==> config.mk <==
export PLATFORM = sky130hd
export DESIGN_NAME = line_burst_responder
export DESIGN_NICKNAME = d
export VERILOG_FILES = /design/src/rtl/line_burst_pkg.sv /design/src/rtl/line_beat_buf.sv /design/src/rtl/line_burst_responder.sv
export SDC_FILE = /design/constraint.sdc
export NUM_CORES = 1
export LEC_CHECK = 0
export CORE_AREA = 2 2 277 279
export CTS_CLUSTER_DIAMETER = 100
export DETAILED_ROUTE_END_ITERATION = 8
export DIE_AREA = 0 0 279 281
export GPL_TIMING_DRIVEN = 0
export PLACE_DENSITY = 0.62
export SETUP_SLACK_MARGIN = 0.2
export SYNTH_ARGS = -nofsm -noshare
export SYNTH_HDL_FRONTEND = slang
export SYNTH_SLANG_ARGS = --single-unit
==> constraint.sdc <==
create_clock -name clk -period 2.2 [get_ports clk]
set_clock_uncertainty 0.15 [all_clocks]
set_input_delay 0.22 -clock clk [delete_from_list [all_inputs] [get_ports clk]]
set_output_delay 0.22 -clock clk [all_outputs]
set_load 0.01 [all_outputs]
==> src/rtl/line_burst_pkg.sv <==
// Shared types and constants for the line-to-burst responder.
// A 256-bit line moves over the memory bus as four ascending 64-bit beats.
package line_burst_pkg;

   localparam int LINE_W = 256;
   localparam int BEAT_W = 64;
   localparam int BEATS  = LINE_W / BEAT_W;
   localparam int CNT_W  = $clog2(BEATS);
   localparam int OFF_W  = $clog2(LINE_W / 8);

   typedef enum logic [2:0] {
      IDLE,
      CMD,
      WBEATS,
      RBEATS,
      RESP
   } state_t;

   typedef struct packed {
      logic        write;
      logic [31:0] addr;
   } burst_cmd_t;

   // Line alignment drops the byte offset within the line.
   function automatic logic [31:0] line_align(input logic [31:0] a);
      return {a[31:OFF_W], {OFF_W{1'b0}}};
   endfunction

endpackage

==> src/rtl/line_beat_buf.sv <==
// Line register viewed as BEATS slots: whole-line load for write splitting,
// per-slot write for read assembly, and an indexed slot read.
module line_beat_buf
   import line_burst_pkg::*;
(
   input  logic              clk,
   input  logic              rst_n,
   input  logic              load,
   input  logic [LINE_W-1:0] load_line,
   input  logic              beat_we,
   input  logic [CNT_W-1:0]  beat_idx,
   input  logic [BEAT_W-1:0] beat_data,
   output logic [LINE_W-1:0] line,
   output logic [BEAT_W-1:0] beat_out
);

   logic [BEATS-1:0][BEAT_W-1:0] slots;

   always_ff @(posedge clk or negedge rst_n) begin
      if (!rst_n) begin
         slots <= '0;
      end else begin
         for (int b = 0; b < BEATS; b++) begin
            if (load)
               slots[b] <= load_line[b*BEAT_W +: BEAT_W];
            else if (beat_we && beat_idx == CNT_W'(b))
               slots[b] <= beat_data;
         end
      end
   end

   assign line     = slots;
   assign beat_out = slots[beat_idx];

endmodule

==> src/rtl/line_burst_responder.sv <==
// Turns held line read/write requests into 4-beat memory bursts and
// answers with a one-cycle line_resp; every output decodes registered state.
module line_burst_responder
   import line_burst_pkg::*;
(
   input  logic              clk,
   input  logic              rst_n,
   input  logic              line_read,
   input  logic              line_write,
   input  logic [31:0]       line_address,
   input  logic [LINE_W-1:0] line_wdata,
   output logic              line_resp,
   output logic [LINE_W-1:0] line_rdata,
   output logic              mem_cmd_valid,
   input  logic              mem_cmd_ready,
   output logic              mem_cmd_write,
   output logic [31:0]       mem_cmd_addr,
   output logic              mem_wvalid,
   input  logic              mem_wready,
   output logic [BEAT_W-1:0] mem_wdata,
   input  logic              mem_rvalid,
   input  logic [BEAT_W-1:0] mem_rdata
);

   state_t            state;
   logic [CNT_W-1:0]  cnt;
   burst_cmd_t        cmd;
   logic [LINE_W-1:0] buf_line;
   logic              take;
   logic              rd_beat;
   logic              last;

   assign take    = (state == IDLE) && (line_read || line_write);
   assign rd_beat = (state == RBEATS) && mem_rvalid;
   assign last    = (cnt == CNT_W'(BEATS - 1));

   assign mem_cmd_write = cmd.write;
   assign mem_cmd_addr  = cmd.addr;

   // One buffer serves both directions: it holds the write line during a
   // write burst and collects beats during a read; line_rdata is separate
   // so a previous read result survives until the next read finishes.
   line_beat_buf u_buf (
      .clk       (clk),
      .rst_n     (rst_n),
      .load      (take),
      .load_line (line_wdata),
      .beat_we   (rd_beat),
      .beat_idx  (cnt),
      .beat_data (mem_rdata),
      .line      (buf_line),
      .beat_out  (mem_wdata)
   );

   always_ff @(posedge clk or negedge rst_n) begin
      if (!rst_n) begin
         state         <= IDLE;
         cnt           <= '0;
         cmd           <= '0;
         line_resp     <= 1'b0;
         mem_cmd_valid <= 1'b0;
         mem_wvalid    <= 1'b0;
         line_rdata    <= '0;
      end else begin
         case (state)
            IDLE: begin
               line_resp <= 1'b0;
               if (take) begin
                  cmd.write     <= line_write;
                  cmd.addr      <= line_align(line_address);
                  mem_cmd_valid <= 1'b1;
                  state         <= CMD;
               end
            end
            CMD: begin
               if (mem_cmd_ready) begin
                  mem_cmd_valid <= 1'b0;
                  cnt           <= '0;
                  if (cmd.write) begin
                     mem_wvalid <= 1'b1;
                     state      <= WBEATS;
                  end else begin
                     state      <= RBEATS;
                  end
               end
            end
            WBEATS: begin
               if (mem_wready) begin
                  cnt <= cnt + CNT_W'(1);
                  if (last) begin
                     mem_wvalid <= 1'b0;
                     line_resp  <= 1'b1;
                     state      <= RESP;
                  end
               end
            end
            RBEATS: begin
               if (mem_rvalid) begin
                  cnt <= cnt + CNT_W'(1);
                  if (last) begin
                     // Final beat is the top slot; merge it in directly.
                     line_rdata <= {mem_rdata, buf_line[LINE_W-BEAT_W-1:0]};
                     line_resp  <= 1'b1;
                     state      <= RESP;
                  end
               end
            end
            RESP: begin
               line_resp <= 1'b0;
               state     <= IDLE;
            end
            default: begin
               line_resp     <= 1'b0;
               mem_cmd_valid <= 1'b0;
               mem_wvalid    <= 1'b0;
               state         <= IDLE;
            end
         endcase
      end
   end

endmodule

==> impl_metrics.py <==
metrics = {
    "status": {
        "outcome": "finished with violations",
        "violations": "setup timing",
    },
    "final_layout": {
        "fillers": 6535,
        "post_route_cells_drive_above_1_share": 0.264,
        "stdcell_count": 4182,
        "area.growth.synth_to_final_pct": 52.6,
        "layout.cell_area.non_filler_sq_mm": 0.0397,
        "finish.net_count": 3492,
    },
    "setup_path": {
        "critical_path.max_fanout": 5,
        "crit_type": "flop to output pin",
        "cp.required_ps": 1830,
        "r2r.worst_path.cells": 7,
        "cp-start-kind": "flop",
        "worst_setup_path_end_kind": "output pin",
        "critPathArrivalTime_ps": 2270,
    },
    "global_routing": {
        "grt_antenna_before_repair": 25,
        "grt_start_max_net_pins": 120,
        "overflow": 0,
        "grt.total_usage": 0.312,
        "first_pass_grt_wire_length_mm": 179,
        "vias_in_the_first_global_route": 24919,
    },
    "placement": {
        "buffer_ports.inserted": 704,
        "detailedPlacementHpwl_mm": 93.0,
        "dpl_cell_area_sq_mm": 0.0345,
        "preCtsSetupSlack_ps": -1290,
        "gpl.final_weighted_congestion": 0.966,
        "placed_cells": 3968,
    },
    "clock_network": {
        "cts.htree.levels": 2,
        "worst_skew_pair.late_latency_ps": 650,
        "clk_pin_slew_worst_paths_ps": 70,
        "cts_tree": "yes",
        "ctsRootBufferMaster": "sky130_fd_sc_hd__clkbuf_16",
        "clockBufferDepth": 3,
        "clkSinkCount": 548,
        "tritoncts.num_buffers": 61,
    },
    "sta": {
        "fin_setup_tns_ps": -35010,
        "relSlewSlack": 0.429,
        "timing_max_transition_violations_final": 0,
        "finalSetupViolations": 287,
        "finalCritPeriodShare": 1.20,
        "post-route-min-period_ps": 2640,
        "rsz0062_at_grt": "true",
        "final_hold_viol_count": 0,
        "worst-slew-pin-transition_ps": 856,
        "achievable-frequency_mhz": 379,
        "worst_slack_ps": -440,
    },
    "detailed_routing": {
        "vias": 25043,
        "drtPass1Iterations": 6,
        "drcViolationCount": 0,
        "routed_wire_length_per_instance_um": 30.8,
        "postRouteWirelength_mm": 129,
        "detailedRoute.firstIterationViolations": 2905,
        "drtAntennaViolNets": 0,
        "viasPerCell": 5.99,
    },
    "min_path": {
        "whs_path_cells": 2,
        "class_of_the_tightest_hold_or_removal_check": "input pin to flop",
    },
    "floorplanning": {
        "floorplan.io_pins": 715,
        "floorplan.core_area_sq_mm": 0.0754,
        "dieArea_sq_mm": 0.0784,
        "vertical_die_dimension_um": 281,
        "dieWidth_um": 279,
        "initial_utilization": 0.345,
        "rows": 101,
    },
    "power": {
        "p_comb_frac": 0.524,
        "internal_power_mw": 39.0,
        "clock_power_share": 0.174,
        "power.density_cell_area_mw_per_mm2": 1610,
        "power_frac_seq": 0.302,
        "leakagePower_nw": 16.7,
        "p_sw_frac": 0.391,
        "irDropWorstVdd_v": 0.000845,
        "switching_power_mw": 25.1,
    },
    "synth": {
        "synth_cell_type_count": 51,
        "synth_largest_type_area_fraction": 0.527,
        "seq_area_frac_synth": 0.527,
        "ys_dominant_reg_cell": "sky130_fd_sc_hd__dfrtp_1",
        "synth_edf_count": 0,
        "syn_area_per_cell_sq_um": 11.4,
        "synth.ff_latch_count": 548,
        "post_synth_main_area_contributors": "sky130_fd_sc_hd__dfrtp_1 53%, sky130_fd_sc_hd__mux2_4 11%, sky130_fd_sc_hd__a31oi_1 6.0%",
        "postSynthCellCount": 2277,
        "post-synth-top-area-cell": "sky130_fd_sc_hd__dfrtp_1",
        "synth_async_reset_ratio": 1.00,
        "synthesis.yosys.warnings": 0,
        "synth_area_sq_mm": 0.0260,
    },
    "run": {
        "drv_cap": 0,
    },
}
## cell families (layout without fill, tap and decap cells)
family / after synthesis / in the layout / share of synthesized area
compound gates: 589 / 589 / 0.129
mux: 285 / 285 / 0.179
buf+inv: 261 / 1161 / 0.0497
simple gates: 589 / 589 / 0.113
other cells: 1 / 28 / 0.000144
fa+ha+maj: 4 / 4 / 0.00192
flops: 548 / 548 / 0.527
## critical path, stage by stage (launching register included)
cell                      delay, ps
sky130_fd_sc_hd__dfrtp_2        410
sky130_fd_sc_hd__buf_12         150
sky130_fd_sc_hd__buf_12         140
sky130_fd_sc_hd__buf_12         110
sky130_fd_sc_hd__buf_16         120
sky130_fd_sc_hd__mux4_2         540
sky130_fd_sc_hd__buf_6          150
## Yosys cell counts, drive strengths merged, types with 2 or more instances
cell type,instances
dfrtp,548
o21ai,307
nor3,250
nand3,249
a31oi,248
mux2,219
clkbuf,131
buf,121
mux4,64
nand2,63
a21o,10
a221o,8
and3,8
inv,6
nor2,5
ha,4
clkinv,3
o211ai,3
a21oi,2
a22oi,2
and4b,2
mux2i,2
nand2b,2
nand3b,2
nor2b,2
or3b,2
## worst paths after layout
path | startpoint | end | slack, ps
min in group asynchronous | rst_n | u_buf.line[22]$_DFFE_PN0P_ | 400
max in group asynchronous | rst_n | cnt[0]$_DFFE_PN0P_ | 410
min reg2reg | line_rdata[251]$_DFFE_PN0P_ | line_rdata[251]$_DFFE_PN0P_ | 330
min | line_address[12] | mem_cmd_addr[12]$_DFFE_PN0P_ | 30
max | cnt[0]$_DFFE_PN0P_ | mem_wdata[38] | -440
max reg2reg | cnt[0]$_DFFE_PN0P_ | u_buf.line[243]$_DFFE_PN0P_ | -170
## flip-flops by register name (all words and copies together) (netlist names)
| register | cells |
|---|---|
| mem_cmd_write | 1 |
| mem_cmd_valid | 1 |
| line_resp | 1 |
| state | 3 |
| cnt | 2 |
| mem_cmd_addr | 27 |
| u_buf.line | 256 |
| mem_wvalid | 1 |
| line_rdata | 256 |
## what timing repair did
action,4_1_cts,5_1_grt
gates cloned,9,10
pin swaps,34,30
gates resized for setup,636,399
setup endpoints to repair,662,995
hold buffers,11,1
hold endpoints to repair,217,212
buffers inserted,35,11
## power by group through the flow
stage,registers (mW),logic [mW],clock network (mW)
final,19.4,33.6,11.1
after CTS,19.2,31.7,11.2
after global placement,19.2,28.2,0
after detailed placement,19.2,28.7,0
after global routing,19.8,35.1,11.7
after floorplan,18.7,13.3,0
## stage by stage
stage,hold WS (ps),util,power (mW)
after floorplan,-226,-,32.0
after global placement,313,0.455,47.4
after detailed placement,-5.01,0.457,47.9
after CTS,0.973,0.510,62.1
after global routing,18.7,0.526,66.5
final,25.0,0.526,64.1
## cells in the final DEF (no fill, tap or decap), drive strengths merged, types with 3 or more instances in the layout
cell	count
bufinv	7
nand2	63
dlygate4sd2	3
and3	8
dlygate4sd3	6
diode	23
o21ai	307
ha	4
conb	5
a221o	8
clkdlybuf4s50	639
nor2	5
a21o	10
nand3	249
dfrtp	548
o211ai	3
clkinv	20
clkbuf	207
inv	9
nor3	250
mux2	219
a31oi	248
buf	268
mux4	64
## cell type report
class / count / area [sq um] / share of cell area
plain buffers: 252 / 2440 / 0.0615
repair inverters: 1 / 6.26 / 0.000158
well taps: 978 / 1220 / 0.0308
inverters: 9 / 78.8 / 0.00199
clock buffers: 87 / 1820 / 0.0460
flip-flops and latches: 548 / 13700 / 0.345
multi-input cells: 1472 / 11600 / 0.293
repair buffers: 784 / 8380 / 0.211
diodes: 23 / 57.6 / 0.00145
clock inverters: 28 / 354 / 0.00892
## routing by layer
layer | vias up | track usage | routed length (um)
met1 | 12692 | 0.406 | 50900
met3 | 352 | 0.0621 | 10600
met4 | 8 | 0.144 | 6640
met5 | - | 0 | 46
li1 | 10321 | - | -
met2 | 1670 | 0.503 | 60500
Power figures use the tool's default switching activity.
